--- src/rtl/input_conditioner.sv ---
// Button/switch conditioner for the CPU ready_in and in_port inputs: synchronise, debounce, snapshot, stretch.
// Optional per-bit switch debouncing is enabled by defining INPUT_COND_SW_DEBOUNCE_EN.
module input_conditioner #(
  parameter int DEBOUNCE_CYCLES    = 1000000,
  parameter int HOLD_CYCLES        = 67108864,
  parameter int SW_DEBOUNCE_CYCLES = 1000000
) (
  input  logic       fastclk,
  input  logic       n_reset,
  input  logic       btn_n,
  input  logic [7:0] sw_raw,
  output logic       ready_out,
  output logic [7:0] data_out,
  output logic       busy
);

  localparam int CNT_MAX = (DEBOUNCE_CYCLES > HOLD_CYCLES) ? DEBOUNCE_CYCLES : HOLD_CYCLES;
  localparam int CNT_W   = (CNT_MAX > 1) ? $clog2(CNT_MAX) : 1;

  localparam logic [CNT_W-1:0] DEB_LAST  = CNT_W'(DEBOUNCE_CYCLES - 1);
  localparam logic [CNT_W-1:0] HOLD_LAST = CNT_W'(HOLD_CYCLES - 1);
  localparam logic [CNT_W-1:0] CNT_ONE   = CNT_W'(1);

  localparam logic [2:0] IDLE      = 3'd0;
  localparam logic [2:0] DEB_PRESS = 3'd1;
  localparam logic [2:0] HOLD      = 3'd2;
  localparam logic [2:0] WAIT_REL  = 3'd3;
  localparam logic [2:0] DEB_REL   = 3'd4;

  if (DEBOUNCE_CYCLES < 2 || HOLD_CYCLES < 1 || SW_DEBOUNCE_CYCLES < 2) begin : g_param_err
    $error("input_conditioner: parameter below its minimum");
  end

  logic             btn_meta_q, btn_s_q;
  logic [7:0]       sw_meta_q, sw_s_q;
  logic [7:0]       sw_cap;
  logic [2:0]       state_q, state_d;
  logic [CNT_W-1:0] cnt_q, cnt_d;
  logic             ready_q, ready_d;
  logic [7:0]       data_q, data_d;
  logic             busy_q, busy_d;

  // Button resets to released so a reset never looks like a press edge.
  always_ff @(posedge fastclk or negedge n_reset) begin
    if (!n_reset) begin
      btn_meta_q <= 1'b1;
      btn_s_q    <= 1'b1;
      sw_meta_q  <= 8'h00;
      sw_s_q     <= 8'h00;
    end else begin
      btn_meta_q <= btn_n;
      btn_s_q    <= btn_meta_q;
      sw_meta_q  <= sw_raw;
      sw_s_q     <= sw_meta_q;
    end
  end

`ifdef INPUT_COND_SW_DEBOUNCE_EN
  localparam int SW_W = $clog2(SW_DEBOUNCE_CYCLES);
  localparam logic [SW_W-1:0] SW_LAST = SW_W'(SW_DEBOUNCE_CYCLES - 1);
  localparam logic [SW_W-1:0] SW_ONE  = SW_W'(1);

  logic [7:0]      sw_d_q;
  logic [SW_W-1:0] sw_cnt_q [8];

  always_ff @(posedge fastclk or negedge n_reset) begin
    if (!n_reset) begin
      sw_d_q <= 8'h00;
      for (int i = 0; i < 8; i++) sw_cnt_q[i] <= '0;
    end else begin
      for (int i = 0; i < 8; i++) begin
        if (sw_s_q[i] == sw_d_q[i]) begin
          sw_cnt_q[i] <= '0;
        end else if (sw_cnt_q[i] == SW_LAST) begin
          sw_d_q[i]   <= sw_s_q[i];
          sw_cnt_q[i] <= '0;
        end else begin
          sw_cnt_q[i] <= sw_cnt_q[i] + SW_ONE;
        end
      end
    end
  end

  assign sw_cap = sw_d_q;
`else
  assign sw_cap = sw_s_q;
`endif

  always_comb begin
    state_d = state_q;
    cnt_d   = cnt_q;
    ready_d = ready_q;
    data_d  = data_q;
    case (state_q)
      IDLE: begin
        if (!btn_s_q) begin
          state_d = DEB_PRESS;
          cnt_d   = '0;
        end
      end
      DEB_PRESS: begin
        if (btn_s_q) begin
          state_d = IDLE;
          cnt_d   = '0;
        end else if (cnt_q == DEB_LAST) begin
          state_d = HOLD;
          cnt_d   = '0;
          data_d  = sw_cap;
          ready_d = 1'b1;
        end else begin
          cnt_d = cnt_q + CNT_ONE;
        end
      end
      // Button is deliberately ignored here so the pulse width is fixed.
      HOLD: begin
        if (cnt_q == HOLD_LAST) begin
          state_d = WAIT_REL;
          cnt_d   = '0;
          ready_d = 1'b0;
        end else begin
          cnt_d = cnt_q + CNT_ONE;
        end
      end
      WAIT_REL: begin
        if (btn_s_q) begin
          state_d = DEB_REL;
          cnt_d   = '0;
        end
      end
      DEB_REL: begin
        if (!btn_s_q) begin
          state_d = WAIT_REL;
          cnt_d   = '0;
        end else if (cnt_q == DEB_LAST) begin
          state_d = IDLE;
          cnt_d   = '0;
        end else begin
          cnt_d = cnt_q + CNT_ONE;
        end
      end
      default: begin
        state_d = IDLE;
        cnt_d   = '0;
        ready_d = 1'b0;
      end
    endcase
    busy_d = (state_d != IDLE);
  end

  always_ff @(posedge fastclk or negedge n_reset) begin
    if (!n_reset) begin
      state_q <= IDLE;
      cnt_q   <= '0;
      ready_q <= 1'b0;
      data_q  <= 8'h00;
      busy_q  <= 1'b0;
    end else begin
      state_q <= state_d;
      cnt_q   <= cnt_d;
      ready_q <= ready_d;
      data_q  <= data_d;
      busy_q  <= busy_d;
    end
  end

  assign ready_out = ready_q;
  assign data_out  = data_q;
  assign busy      = busy_q;

endmodule

--- config.mk ---
export PLATFORM = sky130hd
export DESIGN_NAME = input_conditioner
export DESIGN_NICKNAME = d
export VERILOG_FILES = /design/src/rtl/input_conditioner.sv
export SDC_FILE = /design/constraint.sdc
export NUM_CORES = 1
export LEC_CHECK = 0
export CAP_MARGIN = 25
export CORE_MARGIN = 2
export CORE_UTILIZATION = 55
export DETAILED_ROUTE_END_ITERATION = 12
export PLACE_DENSITY = 0.82
export RECOVER_POWER = 50
export SLEW_MARGIN = 20
export SYNTH_ARGS = -nofsm -noshare
export SYNTH_HDL_FRONTEND = slang
export SYNTH_SLANG_ARGS = --single-unit
--- constraint.sdc ---
create_clock -name fastclk -period 2.2 [get_ports fastclk]
set_input_delay 0.44 -clock fastclk [delete_from_list [all_inputs] [get_ports fastclk]]
set_output_delay 0.44 -clock fastclk [all_outputs]
set_load 0.005 [all_outputs]
Yosys cells after proc, flatten, opt, wreduce, memory -nomap -nowiden. Cells that the tools add are included.

Reductions and logical operators: 6. Multiply operators: 0. $lt $le $gt $ge: 0. Add/sub/neg operators: 1. Equality and inequality tests: 11. Shift-type cells: 0. Bitwise gates (word level): 2. Divide/modulo/power cells: 0. Mux-type cells: 19.

Operators by type and width (number): 2-to-1 mux 26 bit (6); one-hot mux 26 bit (5 select lines) (1); adder 26 x 1 -> 26 bit, second input constant (1); equality test 26 x 20 -> 1 bit, second input constant (1); equality test 26 bit, second input constant (1); 2-to-1 mux 3 bit (7); one-hot mux 3 bit (5 select lines) (1); inequality test 2 bit, second input constant (5); equality test 3 x 2 -> 1 bit, second input constant (2); AND reduction 4 bit (1); equality test 3 x 1 -> 1 bit, second input constant (1); equality test 3 bit, second input constant (1); logical NOT 3 bit (1); 2-to-1 mux 1 bit (3); one-hot mux 1 bit (3 select lines) (1); AND reduction 3 bit (1); nonzero test 3 bit (1); OR reduction 3 bit (1); inverter 1 bit (2); AND reduction 2 bit (1).

Word-level logic and storage cells: 48. Register bits after elaboration: 57. Output and inout bits: 10. Memories kept: 0. Latch bits: 0. Bits in writable memories: 0. Bits in read-only memories: 0. Input bits: 11.

Longest topological paths before layout. Gate-level depths: netlist of the first run.

Depth after elaboration: 5. Depth in mapped cells: 8. Mapped depth without buffers: 7.

Worst setup path before layout of the first run. No wires, ideal clock.

Path kind: reg2reg. Start: reg cnt_q[0]. End: reg cnt_q[24]. Data arrival time: 1.895 ns. Path slack: 0.184 ns. Data required time: 2.079 ns. Path buffers: 1. Period minus slack after synthesis: 2.016 ns. Setup time: 0.121 ns. Cell stages (with the launch flop): 9. Path through: dfrtp_1 -> ha_1 -> and3_1 -> nand3_1 -> o31ai_2 -> nand3_2 -> buf_6 -> a21o_1 -> a22o_1.

Cells in the longest elaborated chain, start to end: 4. Elaborated cells on any way between the ends: 8. Those cells by class: 1 x add/sub; 2 x eq/ne; 5 x mux.

RTL lines: from (decl) (line 38) `logic [CNT_W-1:0] cnt_q, cnt_d;`; from (signal assigned) (line 159) `cnt_q <= cnt_d;`; adder 26 x 1 -> 26 bit or equality test 26 x 20 -> 1 bit (tied branches); 2-to-1 mux 26 bit (line 105, 134); 2-to-1 mux 26 bit (on tied branches) (line 131, 102); one-hot mux 26 bit (5 select lines) * (line 94) `case (state_q)`.

Every way passes the cells marked *; elsewhere a longest branch is shown, timed or not. A chain may end at the register's enable or synchronous reset.

Final worst setup path of the first run.
Start: reg cnt_q[20]. End: reg cnt_q[10].

Cells in the longest elaborated chain, start to end: 4. Elaborated cells on any way between the ends: 7. Those cells by class: 2 x eq/ne; 5 x mux.

RTL lines (line): equality test 26 x 20 -> 1 bit (105, 134); 2-to-1 mux 26 bit (105, 134); 2-to-1 mux 26 bit (on tied branches) (131, 102); one-hot mux 26 bit (5 select lines) * (94).

Marked as above.

==> results.toml, run 1 <==
[logic_synthesis]
syn-mean-instance-area_um2 = 10.9
synthDominantAreaCellType = "dfrtp_1"
synth_area_leaders = "dfrtp_1, mux2_2, nor2_1"
synth-seq-area-share_pct = 56.5
yosysUniqueCellTypes = 44
synth_top_area_share_pct = 54.4
synthCells = 233
synth.ff_latch_count = 57
netlist_area_um2 = 2530
ys.flop_type = "dfrtp_1"
synthesis.nets = 245
synth.yosys.warnings = 0
synth_edf_count = 0
asyncSetResetFlopFracSynth_pct = 100

[floorplanning]
rows = 24
die_area_um2 = 5160
fp.coreArea_um2 = 4380
die-width_um = 71.8
starting_density_of_the_core_pct = 57.7
die_h_um = 71.8
io_pins = 21

[run_status]
run_status = "finished clean"

[final_layout]
drive_gt1_share_pct = 27.0
final_cell_count_no_fill = 348
n_antenna_cell = 0
layout.nets = 303
layout-area-overhead-vs-synth_pct = 30.1
post_route_design_area_um2 = 3290

[pwr]
total_power_mw = 2.38
vdd_drop_max_mv = 0.607
p_leak_nw = 1.52
power_density_nw_per_um2 = 724

[clocking]
tritoncts = "yes"
clock_latency_ns = 0.34
htreeDepth = 3
tritoncts.num_buffers = 9
cts.repair_timing.setup_buffer_count = 0
cts_root_buf = "clkbuf_8"
clkSinkCount = 57
worst_setup_hold_path_clk_slew_ns = 0.07
cts_buffer_depth = 2
cts_hold_repair.buffers = 0

[drt]
postRouteWirelength_mm = 5.32
drtAntennaViolNets = 0
initialDrtViolationCount = 218
vias = 2037
route.detailed.vias_per_inst = 5.85
drt_pass1_iterations = 7
remaining_drc_errors = 0
routed_wire_length_per_instance_um = 15.3

[placement]
hpwl_mm = 3.65
placed_area_um2 = 3010
placement.io_buffers = 20
gpl.final_weighted_congestion = 0.863
dp.cells = 332

[sta]
achievable-frequency_mhz = 474
max_slew_margin_pct = 32.4
tightestPinTransition_ns = 1.01
finalWorstPathRequiredPeriod_ns = 2.11
rsz0062_at_grt = "yes"
final_critical_path_share_of_the_clock_period_pct = 95.9
report.final.setup_viol = 0
total_count_of_max_transition_violations_in_the_final_report = 0
final_hold_viol_count = 0
fin_worst_skew_ns = 0.00811

[critical_path]
worst-endpoint-arrival_ns = 2.34
reg2regPathDepth = 8
worstReg2RegStart = "cnt_q[20]"
timing.critical_path.from_type = "flip-flop"
crit_type = "reg2reg"
crit_fanout = 24
critical_path.cell_chain = "buf_4, nand2_1, or3_4, o31ai_2, nand3_2, buf_6, a21o_1, a22o_1"
endpoint_required_time_on_the_critical_path_ns = 2.43
worstSetupEndpointType = "flip-flop"
max_stage_delay_ns = 0.40
cp_max_stage_cell = "or3_4"
setup.reg_to_reg.worst_slack_ns = 0.09
r2r_end = "cnt_q[10]"

[flow_run]
timing.max_cap.violations = 0

[global_routing]
track_usage_pct = 23.4
total_global_routing_overflow = 0
grt_first_pass_wirelength_mm = 9.13
vias_in_the_first_global_route = 2003
grt_start_max_net_pins = 25
antenna_found_initial = 0

[worst_hold_path]
worst_hold_path_type = "in2async"
where the power goes:
group | switching (mW) | internal [mW]
combinational | 0.0941 | 0.0707
clock | 0.438 | 0.671
sequential | 0.0198 | 1.09
total | 0.552 | 1.83
cells by family after synthesis:
family                     count (synthesis)  synth area share [%]
and+or+nand+nor                          102                  21.3
DFF                                       57                  56.5
AOI/OAI and AO/OA                         39                  10.8
xor gates and xnor gates                  12                  4.16
buffers and inverters                     12                  2.28
muxes                                     10                  4.40
adders and majority gates                  1                 0.495
synth_stat cells (all sizes together) (5+ instances only):
cell	number
nand3	17
nor3	8
a21oi	11
a21o	6
a22o	7
and2	5
dfrtp	55
nand4	6
nor2	24
xor2	8
mux2	9
and3	7
nand2	15
buf	6
metrics by stage:
| step | TNS, ns | setup WS (ns) | hold slack [ns] | util (%) |
|---|---|---|---|---|
| after floorplan | 0 | 0.184 | 0.144 | - |
| after detailed placement | -2.43 | -0.205 | 0.335 | 68.6 |
| final | 0 | 0.0901 | 0.248 | 75.0 |
| after global placement | -0.941 | -0.0867 | 0.332 | 68.6 |
| after CTS | 0 | 0.0307 | 0.0327 | 74.3 |
| after global routing | -0.169 | -0.0303 | 0.332 | 75.0 |
state kept, by name (all words and copies together), names as in the netlist:
register    cells
btn_s_q         1
state_q         3
sw_cap          8
sw_meta_q       8
ready_out       1
data_out        8
cnt_q          26
btn_meta_q      1
busy            1
what timing repair did:
| action | in CTS | in global routing |
|---|---|---|
| gates resized for setup | 4 | 7 |
| hold endpoints to repair | 0 | 0 |
| setup endpoints to repair | 18 | 25 |
| pin swaps | 2 | 3 |
critical path: cells and delay by family, from the launching register on:
kind	cells	cell delay (ns)
AOI/OAI and AO/OA	3	0.66
and+or+nand+nor	3	0.64
DFF	1	0.36
buffers and inverters	2	0.34
per-layer routing:
| metal | vias to the layer above | GRT usage (%) | share of wire, % |
|---|---|---|---|
| met1 | 991 | 31.4 | 43 |
| met5 | - | 0 | 0 |
| met2 | 72 | 35.1 | 48 |
| met4 | 0 | 9.64 | 2.0 |
| li1 | 959 | - | - |
| met3 | 15 | 8.16 | 7.0 |
how the worst max path moves through the flow:
stage,startpoint,to,cells after the start
after floorplan,cnt_q[0],cnt_q[24],8
after global placement,cnt_q[20],cnt_q[14],6
after detailed placement,cnt_q[8],cnt_q[12],6
after CTS,cnt_q[8],cnt_q[10],7
after global routing,cnt_q[20],cnt_q[12],7
final,cnt_q[20],cnt_q[10],8
final cells by class:
type                       instances  area (um^2)
clock buffer                      10          138
clock inverter                     6         91.3
fill                             297         1090
inverter                           4         15.0
multi-input combinational        164         1100
sequential                        57         1430
tap                               52         65.1
timing repair buffer              55          455
cell usage in the layout, fill, tap and decap left out, drive strengths merged, types with 5 or more instances in the layout:
master         synthesis  final
clkbuf                 2     13
nor3                   8      8
dfrtp                 55     55
nand3                 17     17
mux2                   9      9
buf                    6     33
xor2                   8      8
clkdlybuf4s50          0     10
dlygate4sd3            0      9
a21oi                 11     11
and3                   7      7
a21o                   6      6
nand4                  6      6
and2                   5      5
a22o                   7      7
nor2                  24     24
nand2                 15     15
Note: power is estimated with default switching activity, not from simulation.
==> inputs of run 2 (changes only) <==
PLACE_DENSITY = 0.74   (was 0.82)
==> run 2 against run 1 <==
Critical path depth unchanged. Worst setup slack worse by 0.056 ns. Final area down 2.7%. First-iteration DRC count down 15%.
==> results.toml, run 2 (synthesized netlist as in run 1, its figures left out) <==
[drt]
route.detailed.vias_per_inst = 5.73
drtAntennaViolNets = 0
drt_pass1_iterations = 4
routed_wire_length_per_instance_um = 15.1
postRouteWirelength_mm = 5.13
vias = 1953
initialDrtViolationCount = 186
remaining_drc_errors = 0

[sta]
final_hold_viol_count = 0
achievable-frequency_mhz = 462
final.setup.worst_slack_ns = 0.0340
max_slew_margin_pct = 54.5
report.final.setup_viol = 0
rsz0062_at_grt = "yes"
total_count_of_max_transition_violations_in_the_final_report = 0
final_critical_path_share_of_the_clock_period_pct = 98.5
fin_worst_hold_slack_ns = 0.349
finalWorstPathRequiredPeriod_ns = 2.17
tightestPinTransition_ns = 0.683
fin_worst_skew_ns = 0.00852

[critical_path]
crit_type = "reg2reg"
timing.critical_path.from_type = "flip-flop"
cp_max_stage_cell = "dfrtp_1"
worst-endpoint-arrival_ns = 2.37
worstSetupEndpointType = "flip-flop"
crit_fanout = 16
critical_path.cell_chain = "nor4_2, buf_4, nand4_1, o41ai_2, nand3_2, buf_12, a21o_1, a22o_1"
endpoint_required_time_on_the_critical_path_ns = 2.41
max_stage_delay_ns = 0.39
worstPathBufferInverterCount = 2
critPathTopFamily = "compound AO/OA/AOI/OAI gates"

[clocking]
clock_latency_ns = 0.32
worst_setup_hold_path_clk_slew_ns = 0.06
cts_buffer_depth = 2
tritoncts.num_buffers = 9
clkSinkCount = 57
cts.repair_timing.setup_buffer_count = 0
tritoncts = "yes"
htreeDepth = 3
cts_root_buf = "clkbuf_8"

[floorplanning]
fp.coreArea_um2 = 4380
die-width_um = 71.8
rows = 24
die_h_um = 71.8
io_pins = 21
starting_density_of_the_core_pct = 57.7
die_area_um2 = 5160

[global_routing]
antenna_found_initial = 0
total_global_routing_overflow = 0
vias_in_the_first_global_route = 1947
grt_start_max_net_pins = 30
track_usage_pct = 22.4
grt_first_pass_wirelength_mm = 8.72

[pwr]
vdd_drop_max_mv = 0.532
total_power_mw = 2.26
power_density_nw_per_um2 = 705
p_leak_nw = 1.45

[run_status]
run_status = "finished clean"

[placement]
hpwl_mm = 3.58
placement.io_buffers = 20
gpl.final_weighted_congestion = 0.831
placement.setup.worst_slack_ns = -0.0866

[final_layout]
top_register = "cnt_q"
drive_gt1_share_pct = 22.8
layout_commonest_cell = "dfrtp_1"
combined_area_of_the_multi_input_logic_cells_um2 = 1070
layout.nets = 296
area.sequential_um2 = 1430
n_antenna_cell = 0
layout.cells.most_common_list = "dfrtp_1, nor2_1, buf_4"
num-fill-cells = 334
layout-area-overhead-vs-synth_pct = 26.6
largest_register_ff_count = 26

[worst_hold_path]
worst_hold_path_type = "reg2reg"

[flow_run]
timing.max_cap.violations = 0
==> run 2: per-layer routing <==
metal | wire [um] | up-vias | global-route usage (%)
met5 | 0 | - | 0
met1 | 2290 | 953 | 30.0
met4 | 83 | 0 | 9.64
met3 | 190 | 13 | 4.78
li1 | - | 940 | -
met2 | 2570 | 47 | 35.6
==> run 2: layout make-up <==
cell class | instances | area share (%)
flip-flops and latches | 57 | 44.6
multi-input cells | 164 | 33.3
repair buffers | 48 | 13.1
clock buffers | 12 | 4.85
well taps | 52 | 2.03
clock inverters | 4 | 1.60
inverters | 4 | 0.469
==> run 2: power breakdown <==
part	internal, mW	leakage [nW]	switching, mW
logic	0.0698	0.606	0.0834
clock network	0.585	0.103	0.409
registers	1.09	0.746	0.0235
total	1.74	1.45	0.516
==> run 2: path summary, 6_finish.rpt <==
kind | from | end | slack (ns) | depth (start not counted)
min | sw_meta_q[3] | sw_cap[3] | 0.35 | 0
max in group asynchronous | n_reset | cnt_q[11] | 0.59 | 3
max reg2reg | cnt_q[20] | cnt_q[3] | 0.03 | 8
min in group asynchronous | n_reset | ready_out | 0.58 | 2
min reg2reg | sw_meta_q[3] | sw_cap[3] | 0.35 | 0
max | cnt_q[20] | cnt_q[3] | 0.03 | 8
==> run 2: metrics by stage <==
stage	setup TNS, ns	instance area [um^2]	std cells	utilization (%)
global placement	-0.103	2970	324	67.8
finish	0	3200	341	73.0
detailed placement	-0.260	2970	324	67.8
CTS	0	3200	341	73.1
global route	-0.175	3200	341	73.0
floorplan	0	2530	233	-
==> run 2: repair_timing <==
action                                  in CTS  in global routing
hold buffers                                 1                  0
endpoints found under the hold margin        7                  0
endpoints found under the setup margin       5                 28
gates resized for setup                      2                  3
pin swaps                                    0                  2
==> inputs of run 3 (changes only) <==
clock period = 2.12 ns   (was 2.2 ns; I/O delays follow)
==> run 3 against run 2 <==
The run now ends with negative setup slack left. Power up 3.3%. Final area up 6.9%. Worst hold slack worse by 0.0063 ns. Global-route usage grew 1.4 points. Clock skew is 0.0010 ns lower. Utilization increased by 5.0 points.
==> results.toml, run 3 (synthesized netlist as in run 1, its figures left out) <==
[run_status]
run_status = "finished, violations left"
failed_checks = "negative setup slack"

[critical_path]
crit_type = "reg2reg"
timing.critical_path.from_type = "flip-flop"
setup.reg_to_reg.worst_slack_ns = -0.008
crit_fanout = 11
worst-endpoint-arrival_ns = 2.36
endpoint_required_time_on_the_critical_path_ns = 2.35
worstSetupEndpointType = "flip-flop"

[sta]
achievable-frequency_mhz = 470
setup-tns-final_ns = -0.00808
fin_worst_skew_ns = 0.00748
final_hold_viol_count = 0
final.setup.worst_slack_ns = -0.00808
final_critical_path_share_of_the_clock_period_pct = 100
rsz0062_at_grt = "yes"
fin_worst_hold_slack_ns = 0.343
max_slew_margin_pct = 14.6
report.final.setup_viol = 1
finalWorstPathRequiredPeriod_ns = 2.13
total_count_of_max_transition_violations_in_the_final_report = 0
tightestPinTransition_ns = 1.28

[drt]
drtAntennaViolNets = 0
drt_pass1_iterations = 4
remaining_drc_errors = 0
initialDrtViolationCount = 174
routed_wire_length_per_instance_um = 15.9
route.detailed.vias_per_inst = 5.60
postRouteWirelength_mm = 5.78
vias = 2040

[final_layout]
layout.cells.most_common_list = "dfrtp_1, buf_4, nor2_1"
n_antenna_cell = 0
drive_gt1_share_pct = 30.1
top_register = "cnt_q"
largest_register_ff_count = 26
layout-area-overhead-vs-synth_pct = 35.3
layout.nets = 319
num-fill-cells = 276
layout_commonest_cell = "dfrtp_1"
layout.core_utilization_pct = 78.0

[pwr]
vdd_drop_max_mv = 0.511
cell_internal_pwr_mw = 1.77
pwr-share-seq_pct = 49.2
switchingPower_mw = 0.557
power.switching_fraction_pct = 23.9
p_leak_nw = 1.58
power.share.clock_pct = 41.6
total_power_mw = 2.33
power_density_nw_per_um2 = 682
share_of_power_burned_in_combinational_logic_pct = 9.2

[clocking]
clock_latency_ns = 0.34
cts_buffer_depth = 2
worst_setup_hold_path_clk_slew_ns = 0.07
tritoncts.num_buffers = 9
htreeDepth = 3
tritoncts = "yes"
cts_root_buf = "clkbuf_8"
clkSinkCount = 57
cts_hold_repair.buffers = 0

[global_routing]
track_usage_pct = 23.9
globalRouteMet1Util_pct = 31.2
grt_first_pass_wirelength_mm = 9.20
vias_in_the_first_global_route = 2003
grt_start_max_net_pins = 26
grt_most_used_layer = "met2"
total_global_routing_overflow = 0
met2_use_gr_pct = 36.1
antenna_found_initial = 0
grt_util_met3_pct = 6.05

[floorplanning]
rows = 24
io_pins = 21
die-width_um = 71.8
fp.coreArea_um2 = 4380
starting_density_of_the_core_pct = 57.7
die_h_um = 71.8
die_area_um2 = 5160

[flow_run]
timing.max_cap.violations = 0

[placement]
gpl.final_weighted_congestion = 0.825
placement.setup.worst_slack_ns = -0.280
hpwl_mm = 3.77
placement.io_buffers = 20

[worst_hold_path]
worst_hold_path_type = "in2async"
[run 3: cell count changes in the layout (fill, tap and decap cells not counted), sizes merged]
cell | before | now
clkinv | 2 | 3
dlygate4sd3 | 10 | 9
clkbuf | 15 | 14
buf | 25 | 49
[run 3: power groups by stage]
stage / sequential [mW] / combinational [mW] / clock, mW
after CTS: 1.15 / 0.183 / 0.992
after global routing: 1.15 / 0.237 / 1.04
after detailed placement: 1.17 / 0.181 / 0
final: 1.15 / 0.214 / 0.970
after global placement: 1.16 / 0.173 / 0
after floorplan: 1.17 / 0.0755 / 0
[run 3: layout make-up]
| type | instances | area (um^2) | share of cell area [%] |
|---|---|---|---|
| flip-flops and latches | 57 | 1430 | 41.8 |
| inverters | 4 | 15.0 | 0.439 |
| clock buffers | 11 | 131 | 3.84 |
| well taps | 52 | 65.1 | 1.90 |
| clock inverters | 5 | 56.3 | 1.65 |
| multi-input cells | 164 | 1110 | 32.4 |
| repair buffers | 71 | 617 | 18.0 |
[run 3: what timing repair did]
| item | 4_1_cts | 5_1_grt |
|---|---|---|
| gates cloned | 0 | 1 |
| setup endpoints to repair | 16 | 25 |
| resized for setup | 3 | 13 |
| pin swaps | 2 | 5 |
| setup buffers | 0 | 5 |
[run 3: path summary, 6_finish.rpt]
kind                                 to          from  cells after the start
hold / removal             sw_meta_q[0]       n_reset                      1
setup reg to reg              cnt_q[10]      cnt_q[0]                      8
max in group asynchronous      cnt_q[6]       n_reset                      2
hold reg to reg               sw_cap[7]  sw_meta_q[7]                      0
min in group fastclk          sw_cap[7]  sw_meta_q[7]                      0
setup / recovery              cnt_q[10]      cnt_q[0]                      8
[run 3: per-stage QoR]
stage | area, um^2 | instances
3_3_place_gp | 3080 | 342
6_report | 3420 | 364
3_5_place_dp | 3080 | 342
2_1_floorplan | 2530 | 233
5_1_grt | 3420 | 364
4_1_cts | 3290 | 358
[run 3: critical path: stages (launching register included)]
cell and delay (ns):
dfrtp_1 0.36, ha_2 0.19, and3_4 0.20, nand2_1 0.09
o41ai_2 0.38, nand3_2 0.19, buf_12 0.19, a21o_1 0.18
a22o_1 0.23
[run 3: routing by layer]
metal | vias up | part of all wire [%]
met5 | - | 0
met4 | 0 | 2.7
met3 | 18 | 4.2
met2 | 44 | 49
met1 | 988 | 44
li1 | 990 | -
